`config.mk`:
```
export PLATFORM = sky130hd
export DESIGN_NAME = sprite_mover
export DESIGN_NICKNAME = d
export VERILOG_FILES = /design/src/rtl/sprite_pkg.sv /design/src/rtl/sprite_mover_frame_tick.sv /design/src/rtl/sprite_mover.sv
export SDC_FILE = /design/constraint.sdc
export NUM_CORES = 1
export LEC_CHECK = 0
export BUFFER_PORTS_ARGS = -buffer_cell sky130_fd_sc_hd__clkbuf_2
export CAP_MARGIN = 20
export CORE_MARGIN = 4
export CORE_UTILIZATION = 60
export CTS_CLUSTER_DIAMETER = 30
export DETAILED_ROUTE_END_ITERATION = 7
export PLACE_DENSITY = 0.88
export RECOVER_POWER = 50
export SYNTH_ARGS = -nofsm -noshare
export SYNTH_HDL_FRONTEND = slang
export SYNTH_SLANG_ARGS = --single-unit
```
`constraint.sdc`:
```
create_clock -name Clk -period 4.75 [get_ports Clk]
set_clock_uncertainty 0.1 [all_clocks]
set_input_delay 0 -clock Clk [delete_from_list [all_inputs] [get_ports Clk]]
set_output_delay 0 -clock Clk [all_outputs]
set_load 0.01 [all_outputs]
```
`src/rtl/sprite_pkg.sv`:
```
// sprite_pkg: shared types and helpers for the sprite motion blocks.
//   dir_t      : facing / move direction (L, R, U, D)
//   mv_state_t : motion FSM states (IDLE, MOVE, BOUNCE)
//   KEY_*      : WASD keycodes
//   opposite() : reverse direction used for bounce-back
package sprite_pkg;

  typedef enum logic [1:0] {
    DIR_L = 2'd0,
    DIR_R = 2'd1,
    DIR_U = 2'd2,
    DIR_D = 2'd3
  } dir_t;

  typedef enum logic [1:0] {
    IDLE   = 2'd0,
    MOVE   = 2'd1,
    BOUNCE = 2'd2
  } mv_state_t;

  localparam logic [7:0] KEY_A = 8'h04;
  localparam logic [7:0] KEY_D = 8'h07;
  localparam logic [7:0] KEY_W = 8'h1A;
  localparam logic [7:0] KEY_S = 8'h16;

  // Encoding pairs L/R and U/D on bit 0, so flipping it reverses direction.
  function automatic dir_t opposite(input dir_t d);
    return dir_t'(d ^ 2'b01);
  endfunction

endpackage

```
`src/rtl/sprite_mover_frame_tick.sv`:
```
// frame_tick: samples the frame strobe on Clk and emits a registered
// one-cycle pulse for each rising edge of it.
//   Clk       in  system clock
//   Reset     in  synchronous, active-high reset
//   frame_clk in  frame strobe
//   o_tick    out one-cycle pulse, one Clk after frame_clk is seen high
module frame_tick (
  input  logic Clk,
  input  logic Reset,
  input  logic frame_clk,
  output logic o_tick
);

  logic r_frame;
  logic r_tick;

  always_ff @(posedge Clk) begin
    if (Reset) begin
      r_frame <= 1'b0;
      r_tick  <= 1'b0;
    end else begin
      r_frame <= frame_clk;
      r_tick  <= frame_clk & ~r_frame;
    end
  end

  assign o_tick = r_tick;

endmodule

```
`src/rtl/sprite_mover.sv`:
```
// sprite_mover: per-frame sprite motion controller.
// WASD keys step the sprite once per frame tick; a wall contact while moving
// triggers a timed bounce-back. Also derives pixel-hit and zone flags.
// Optional feature: define SPRITE_BOOST_EN to double the step while boost=1
// (IDLE/MOVE only; bounce always uses STEP).
// Ports:
//   Clk, Reset          clock, synchronous active-high reset
//   frame_clk           frame strobe (tick source)
//   restart             returns motion state to the start position
//   enable              sprite active; gates ticks and zone flags
//   keycode[7:0]        current key
//   blocked[3:0]        wall contact per side [0]=L [1]=R [2]=U [3]=D
//   boost               speed modifier (optional feature)
//   DrawX, DrawY        current pixel
//   xpos, ypos          sprite top-left
//   dx, dy              pixel offset from sprite origin (wrapping)
//   facing              0=L 1=R 2=U 3=D
//   moving, bouncing    FSM state flags
//   in_sprite           pixel inside sprite box
//   at_start, at_end    zone flags
module sprite_mover
  import sprite_pkg::*;
#(
  parameter int POS_W         = 10,
  parameter int SPR_W         = 20,
  parameter int SPR_H         = 20,
  parameter int STEP          = 1,
  parameter int START_X       = 336,
  parameter int START_Y       = 33,
  parameter int X_MAX         = 620,
  parameter int Y_MAX         = 460,
  parameter int BOUNCE_FRAMES = 4,
  parameter int START_LINE    = 64,
  parameter int END_LINE      = 416
) (
  input  logic             Clk,
  input  logic             Reset,
  input  logic             frame_clk,
  input  logic             restart,
  input  logic             enable,
  input  logic [7:0]       keycode,
  input  logic [3:0]       blocked,
  input  logic             boost,
  input  logic [POS_W-1:0] DrawX,
  input  logic [POS_W-1:0] DrawY,
  output logic [POS_W-1:0] xpos,
  output logic [POS_W-1:0] ypos,
  output logic [POS_W-1:0] dx,
  output logic [POS_W-1:0] dy,
  output logic [1:0]       facing,
  output logic             moving,
  output logic             bouncing,
  output logic             in_sprite,
  output logic             at_start,
  output logic             at_end
);

  localparam int CNT_W = (BOUNCE_FRAMES > 1) ? $clog2(BOUNCE_FRAMES) : 1;
  localparam logic [POS_W-1:0] STEP_V = POS_W'(STEP);

  logic             w_tick;
  mv_state_t        r_state, w_state_nxt;
  dir_t             r_face, w_face_nxt;
  logic [CNT_W-1:0] r_cnt, w_cnt_nxt;
  logic [POS_W-1:0] r_x, r_y, w_x_nxt, w_y_nxt;
  logic             w_key_vld;
  dir_t             w_key_dir;
  logic [POS_W-1:0] w_step_run;
  logic             w_mv;
  dir_t             w_mv_dir;
  logic [POS_W-1:0] w_mv_step;
  logic [POS_W:0]   w_x_inc, w_y_inc;

  frame_tick u_tick (
    .Clk       (Clk),
    .Reset     (Reset),
    .frame_clk (frame_clk),
    .o_tick    (w_tick)
  );

`ifdef SPRITE_BOOST_EN
  assign w_step_run = boost ? POS_W'(2 * STEP) : STEP_V;
`else
  logic w_unused_boost;
  assign w_unused_boost = boost;
  assign w_step_run     = STEP_V;
`endif

  // Key decode; codes are exclusive so the A > D > W > S order is the case order.
  always_comb begin
    w_key_vld = 1'b1;
    w_key_dir = DIR_L;
    case (keycode)
      KEY_A:   w_key_dir = DIR_L;
      KEY_D:   w_key_dir = DIR_R;
      KEY_W:   w_key_dir = DIR_U;
      KEY_S:   w_key_dir = DIR_D;
      default: w_key_vld = 1'b0;
    endcase
  end

  // State register (restart shares the reset path for motion state)
  always_ff @(posedge Clk) begin
    if (Reset || restart) begin
      r_state <= IDLE;
      r_face  <= DIR_D;
      r_cnt   <= '0;
      r_x     <= POS_W'(START_X);
      r_y     <= POS_W'(START_Y);
    end else begin
      r_state <= w_state_nxt;
      r_face  <= w_face_nxt;
      r_cnt   <= w_cnt_nxt;
      r_x     <= w_x_nxt;
      r_y     <= w_y_nxt;
    end
  end

  // Next-state: also selects the move (direction, step) for this tick.
  always_comb begin
    w_state_nxt = r_state;
    w_face_nxt  = r_face;
    w_cnt_nxt   = r_cnt;
    w_mv        = 1'b0;
    w_mv_dir    = r_face;
    w_mv_step   = w_step_run;
    if (w_tick && enable) begin
      case (r_state)
        IDLE: begin
          if (w_key_vld) begin
            w_face_nxt = w_key_dir;
            if (!blocked[w_key_dir]) begin
              w_mv        = 1'b1;
              w_mv_dir    = w_key_dir;
              w_state_nxt = MOVE;
            end
          end
        end
        MOVE: begin
          if (!w_key_vld) begin
            w_state_nxt = IDLE;
          end else if (blocked[r_face]) begin
            // facing is kept so the bounce direction stays fixed for its duration
            w_state_nxt = BOUNCE;
            w_cnt_nxt   = CNT_W'(BOUNCE_FRAMES - 1);
            w_mv        = 1'b1;
            w_mv_dir    = opposite(r_face);
            w_mv_step   = STEP_V;
          end else begin
            w_face_nxt = w_key_dir;
            w_mv       = 1'b1;
            w_mv_dir   = w_key_dir;
          end
        end
        BOUNCE: begin
          w_mv      = 1'b1;
          w_mv_dir  = opposite(r_face);
          w_mv_step = STEP_V;
          if (r_cnt == '0) w_state_nxt = IDLE;
          else             w_cnt_nxt   = r_cnt - 1'b1;
        end
        default: w_state_nxt = IDLE;
      endcase
    end
  end

  // Saturating position update; one extra bit catches overflow on +step.
  assign w_x_inc = {1'b0, r_x} + {1'b0, w_mv_step};
  assign w_y_inc = {1'b0, r_y} + {1'b0, w_mv_step};

  always_comb begin
    w_x_nxt = r_x;
    w_y_nxt = r_y;
    if (w_mv) begin
      case (w_mv_dir)
        DIR_L: w_x_nxt = (r_x < w_mv_step) ? '0 : r_x - w_mv_step;
        DIR_R: w_x_nxt = (w_x_inc > (POS_W+1)'(X_MAX)) ? POS_W'(X_MAX) : w_x_inc[POS_W-1:0];
        DIR_U: w_y_nxt = (r_y < w_mv_step) ? '0 : r_y - w_mv_step;
        DIR_D: w_y_nxt = (w_y_inc > (POS_W+1)'(Y_MAX)) ? POS_W'(Y_MAX) : w_y_inc[POS_W-1:0];
        default: ;
      endcase
    end
  end

  // Outputs
  always_comb begin
    moving   = (r_state == MOVE);
    bouncing = (r_state == BOUNCE);
  end

  assign xpos      = r_x;
  assign ypos      = r_y;
  assign facing    = r_face;
  assign dx        = DrawX - r_x;
  assign dy        = DrawY - r_y;
  assign in_sprite = (dx < POS_W'(SPR_W)) && (dy < POS_W'(SPR_H));
  assign at_start  = enable && (r_y < POS_W'(START_LINE));
  assign at_end    = enable && (r_y > POS_W'(END_LINE));

endmodule

```
After elaboration in Yosys (flattened, before gate mapping)

Index checks and enable logic that the tools add are counted.

Output and inout bits: 47
Word-level logic and storage cells: 99
Input bits: 38
Register bits: 28

Multiplexer cells: 37
Eq/ne operators: 17
Order comparisons: 10
Reduce and logical (&&, ||, !) cells: 18
$add $sub $neg: 7
Bitwise gates (word level): 3

Operator list:

| kind                                                                              | count |
|---|---|
| 10-bit 2-to-1 mux                                                                 | 4 |
| 10-bit one-hot mux with 2 select lines                                            | 2 |
| 2-bit 2-to-1 mux                                                                  | 16 |
| 10-bit by 1-bit adder with 11-bit output, second input constant                   | 2 |
| 10-bit by 1-bit < comparator with 1-bit output, second input constant             | 2 |
| 10-bit by 5-bit < comparator with 1-bit output, second input constant             | 2 |
| 10-bit by 1-bit subtractor with 10-bit output, second input constant              | 2 |
| 10-bit subtractor                                                                 | 2 |
| 2-bit one-hot mux with 3 select lines                                             | 3 |
| 8-bit by 3-bit equality test with 1-bit output, second input constant             | 2 |
| 8-bit by 5-bit equality test with 1-bit output, second input constant             | 2 |
| 5-bit AND reduction                                                               | 3 |
| 11-bit by 10-bit greater-than comparator with 1-bit output, second input constant | 1 |
| 11-bit by 9-bit greater-than comparator with 1-bit output, second input constant  | 1 |
| 10-bit by 9-bit greater-than comparator with 1-bit output, second input constant  | 1 |
| 10-bit by 7-bit < comparator with 1-bit output, second input constant             | 1 |
| 2-bit != test, second input constant                                              | 4 |
| 2-bit one-hot mux with 2 select lines                                             | 2 |
| 2-bit nonzero test                                                                | 4 |
| 1-bit 2-to-1 mux                                                                  | 7 |
| 2-bit equality test, second input constant                                        | 3 |
| 2-bit logical NOT                                                                 | 3 |
| 2-bit by 3-bit < comparator with 1-bit output, second input constant              | 2 |
| 2-bit by 1-bit != test with 1-bit output, second input constant                   | 3 |
| 11 further kinds                                                                  | 18 |

Logic depth before layout (Yosys ltp)

Depth in word-level cells: 11
Depth in mapped cells: 13
Depth with buffers taken out: 13

Modules after synthesis

From an unflattened synthesis, not the netlist that was laid out.

Cells, all modules: 489
Area total of the unflattened synthesis: 3524.6 um^2

By module, submodules not included:

| module       | times used | area an instance (um^2) | sequential area each (um^2) | cells each |
|---|---|---|---|---|
| sprite_mover | 1          | 3465.8                  | 520.5                       | 485 |
| frame_tick   | 1          | 58.8                    | 40.0                        | 4 |

Worst setup path after synthesis

Ideal clock, no wire load.

Path type: flip-flop to flip-flop
Start point: register r_face[0] (netlist: facing[0])
End point: register r_y[5] (netlist: ypos[5])
Arrival: 2.713 ns
Data required time: 4.516 ns
Library setup time: 0.134 ns
Path buffers: 2
Clock period less this slack: 2.947 ns
Path slack: 1.803 ns
Stages on the path, launching flop included: 12
Path through: dfxtp_1 > clkbuf_8 > mux2_2 > nor4_1 > o22ai_1 > o41a_2 > o2bb2ai_1 > or3_4 > buf_2 > a21o_1 > a21oi_1 > o211ai_1

Word-level cells in the longest chain between the ends: 9
Elaborated cells on any way between the ends: 14
Classes of those cells: 2 x eq/ne; 9 x mux; 1 x bitwise; 2 x reduce/logical

RTL lines:

| element                                   | RTL line            | RTL |
|---|---|---|
| start, declared                           | sprite_mover.sv:63  | `dir_t r_face, w_face_nxt;` |
| start signal, assigned                    | sprite_mover.sv:112 | `r_face <= w_face_nxt;` |
| 1-bit binary-select mux with 2-bit select | sprite_mover.sv:142 | `end else if (blocked[r_face]) begin` |
| 1-bit 2-to-1 mux (not written as such)    | sprite_mover.sv:142 |  |
| 2-bit 2-to-1 mux                          | sprite_mover.sv:142 |  |
| 2-bit 2-to-1 mux                          | sprite_mover.sv:140 | `if (!w_key_vld) begin` |
| 2-bit one-hot mux with 3 select lines     | sprite_mover.sv:128 | `case (r_state)` |
| 2-bit 2-to-1 mux (*)                      | sprite_mover.sv:127 | `if (w_tick && enable) begin` |
| 2-bit equality test                       | sprite_mover.sv:175 | `case (w_mv_dir)` |
| 2-bit nonzero test (no line)              | --                  |  |
| 2-bit AND reduction (no line)             | --                  |  |
| end signal, assigned                      | sprite_mover.sv:109 | `r_y <= POS_W'(START_Y);` |
| end signal, assigned                      | sprite_mover.sv:115 | `r_y <= w_y_nxt;` |
| end, declared                             | sprite_mover.sv:65  | `logic [POS_W-1:0] r_x, r_y, w_x_nxt, w_y_nxt;` |

Every way passes the cells marked *; elsewhere a longest branch is shown, timed or not. The select of a mux whose other input is x is not followed.
A chain may end at the register's enable or synchronous reset.

Worst setup path in the final report

Start point: register r_x[1] (netlist: xpos[1])
End point: output port in_sprite

Word-level cells in the longest chain between the ends: 3

RTL lines:

| element                                        | RTL line            | RTL |
|---|---|---|
| start, declared                                | sprite_mover.sv:65  |  |
| start signal, assigned                         | sprite_mover.sv:108 | `r_x <= POS_W'(START_X);` |
| start signal, assigned                         | sprite_mover.sv:114 | `r_x <= w_x_nxt;` |
| 10-bit subtractor                              | sprite_mover.sv:194 | `assign dx = DrawX - r_x;` |
| 10-bit by 5-bit < comparator with 1-bit output | sprite_mover.sv:196 | `assign in_sprite = (dx < POS_W'(SPR_W)) && (dy < POS_W'(SPR_H));` |
| 1-bit logical AND                              | sprite_mover.sv:196 |  |
| end, declared                                  | sprite_mover.sv:53  | `output logic in_sprite,` |

No other way between the ends.

==> out/metrics.yaml <==
clock_tree:
  htree_levels: 1
  clock-sinks: 28
  post_cts_buffers: 0
  worst_skew_pair.late_latency_ns: 0.28
  cts_buffers: 3
  clkTransAtPathRegs_ns: 0.09
  clock_path_buffers: 2
  cts_tree: "yes"
  cts-root-buf: "clkbuf_8"
worst_setup_path:
  crit_path_start: "xpos[1]"
  r2r_cells: 8
  worstReg2RegStart: "facing[0]"
  endpoint_kind: "primary output"
  rrSetupSlack_ns: 1.49
  startpoint_type: "flip-flop"
  path_max_fanout: 11
  crit_arrival_ns: 3.23
  path_class: "reg2out"
  worst_ep_required_time_ns: 4.65
placed_design:
  gp_congestion: 0.919
  dp_hpwl_mm: 7.65
  dp_cells: 624
  portBuffers: 83
finish:
  nets: 623
  drive_gt1_share_pct: 15.1
  antennaDiodeCount: 0
  final_cell_mix: "clkbuf_2 (50), a21oi_1 (40), inv_1 (38), nand2_1 (37), o21ai_0 (34)"
  final_common_cell: "clkbuf_2"
  fin_cells: 630
  area_delta_synth_final_pct: 12.0
  fillers: 502
die:
  initial_core_util_pct: 63.2
  core-area_mm2: 0.00564
  die_w_um: 85.1
  row_count: 27
  die_h_um: 85.1
  io_pins: 85
  die-area_mm2: 0.00724
logic_synthesis:
  synth_top_flop_cell: "dfxtp_1"
  synth_cells: 491
  avgSynthCellArea_um2: 7.26
  synth_xor_area_share_pct: 4.67
  synth_top_cell_by_area: "dfxtp_1"
  netlist.area_leader.share_pct: 15.7
  synthSimpleGateAreaFrac_pct: 29.3
  seq_area_frac_synth_pct: 15.7
  synth_area_mm2: 0.00356
  synth-seq-cells: 28
  synth_area_leaders: "dfxtp_1 (16%), ha_1 (8.4%), a21oi_1 (5.6%)"
  synth-compound-area-share_pct: 30.2
  synthAdderAreaFrac_pct: 9.55
  yosys_warnings: 0
  synth_top_family_by_area: "compound AO/OA/AOI/OAI gates"
  synth_cell_types: 81
  synthMuxAreaShare_pct: 2.74
  syn_nets: 555
  synth-async-reset-ratio_pct: 0
  synth_edf_count: 0
power:
  power_density_mw_per_mm2: 134
  ir_drop_uv: 159
  total_leakage_power_nw: 1.52
  finalPower_mw: 0.536
sta:
  min_period_ns: 3.33
  slew_viol_final: 0
  max_freq_mhz: 300
  setup_viol_count_final: 0
  grt_setup_unrepaired: "no"
  relSlewSlack_pct: 42.7
  fin_crit_sh_pct: 70.1
  tns_ns: 0
  tightest_slew_ns: 0.854
  hold_violations: 0
worst_hold_path:
  hold_depth: 4
  hold_start: "restart"
  hp-class: "in2reg"
grt:
  track_usage_pct: 26.4
  antenna_found_initial: 0
  grt_pass1_vias: 3698
  gr-total-overflow: 0
  grt_pass1_wl_mm: 16.5
  grt_max_degree: 19
drt:
  wl_per_cell_um: 15.6
  ant_nets: 0
  drc: 0
  avgViaCountPerCell: 6.44
  routed_wl_mm: 9.85
  drt-initial-drc-count: 410
  num_vias: 4058
  first_pass_iters: 5
run:
  maxCapViolations: 0
run_status:
  run_status: "complete, no violations"
-- critical path, stage by stage, from the launching register on --
cell and delay [ns]:
dfxtp_1 0.55, inv_1 0.15, ha_1 0.28, nor2b_1 0.12, o21ai_0 0.16, nand2b_1 0.11
a21o_1 0.19, a21o_1 0.20, a31oi_1 0.33, xnor2_1 0.14, or3_1 0.35, nor4_1 0.19
clkbuf_2 0.18
-- report_power, final --
group / leakage, nW / internal (mW) / switching (mW) / total [mW]
clock: 0.0288 / 0.0744 / 0.0759 / 0.150
sequential: 0.226 / 0.236 / 0.00171 / 0.238
combinational: 1.26 / 0.0634 / 0.0849 / 0.148
total: 1.51 / 0.374 / 0.162 / 0.536
-- synth_stat cells, types with 4 or more instances --
library cell / number
o311ai_0: 5
or2_2: 4
and3_1: 7
or3_1: 5
nand4_1: 9
and2_1: 6
a31oi_1: 7
nor4_1: 8
nor3_1: 22
ha_1: 24
o21ai_0: 34
nand3_1: 21
and4_1: 6
nor2b_1: 7
o211ai_1: 10
inv_1: 38
nand2_1: 37
a311oi_1: 4
clkbuf_1: 18
xor2_1: 7
nor2_1: 32
dfxtp_1: 28
mux2_2: 4
a2111oi_0: 4
a21oi_1: 40
o2111ai_1: 5
xnor2_1: 12
a21o_1: 7
-- registers in the layout, indices dropped and copies added (netlist names) --
signal          count
facing              2
r_cnt               2
ypos               10
u_tick.r_frame      1
u_tick.o_tick       1
xpos               10
r_state             2
-- per-layer routing --
layer	up-vias	track usage, %	wire length (µm)	part of all wire, %
met3	13	3.01	641	6.5
met5	-	0	0	0
li1	1973	-	-	-
met4	0	3.60	93	0.94
met1	1919	34.1	4250	43
met2	153	47.9	4870	49
-- cell type report --
type	count	area, µm²	area share, %
multi-input combinational	399	2730	68.3
tap	72	90.1	2.26
timing repair buffer	87	409	10.3
inverter	40	150	3.76
clock buffer	4	55.1	1.38
sequential	28	561	14.0
-- what timing repair did --
action	4_1_cts	5_1_grt
hold endpoints to repair	2	0
hold buffers	2	0
resized for setup	0	0
-- path summary, 6_finish.rpt --
path                   end
max              in_sprite
min              facing[0]
max reg2reg        ypos[6]
min reg2reg  u_tick.o_tick
-- kinds of logic (layout without fill, tap and decap cells) --
group | after synthesis | count (layout)
multiplexers | 8 | 8
AND/OR/NAND/NOR | 190 | 190
adder cells (fa/ha/maj) | 26 | 26
buffers and inverters | 64 | 131
AO/OA/AOI/OAI | 156 | 156
XOR/XNOR | 19 | 19
flip-flops | 28 | 28
-- per-stage QoR --
step / instance area [µm²] / utilization (%) / hold slack [ns] / setup WS (ns)
finish: 3990 / 70.7 / 0.0144 / 1.42
global route: 3990 / 70.7 / 0.0461 / 1.14
CTS: 4030 / 71.5 / 0.00828 / 1.43
detailed placement: 3960 / 70.1 / 0.109 / 1.54
global placement: 3960 / 70.1 / 0.0920 / 1.57
floorplan: 3560 / - / -0.0209 / 1.80
Power figures use the tool's default switching activity.
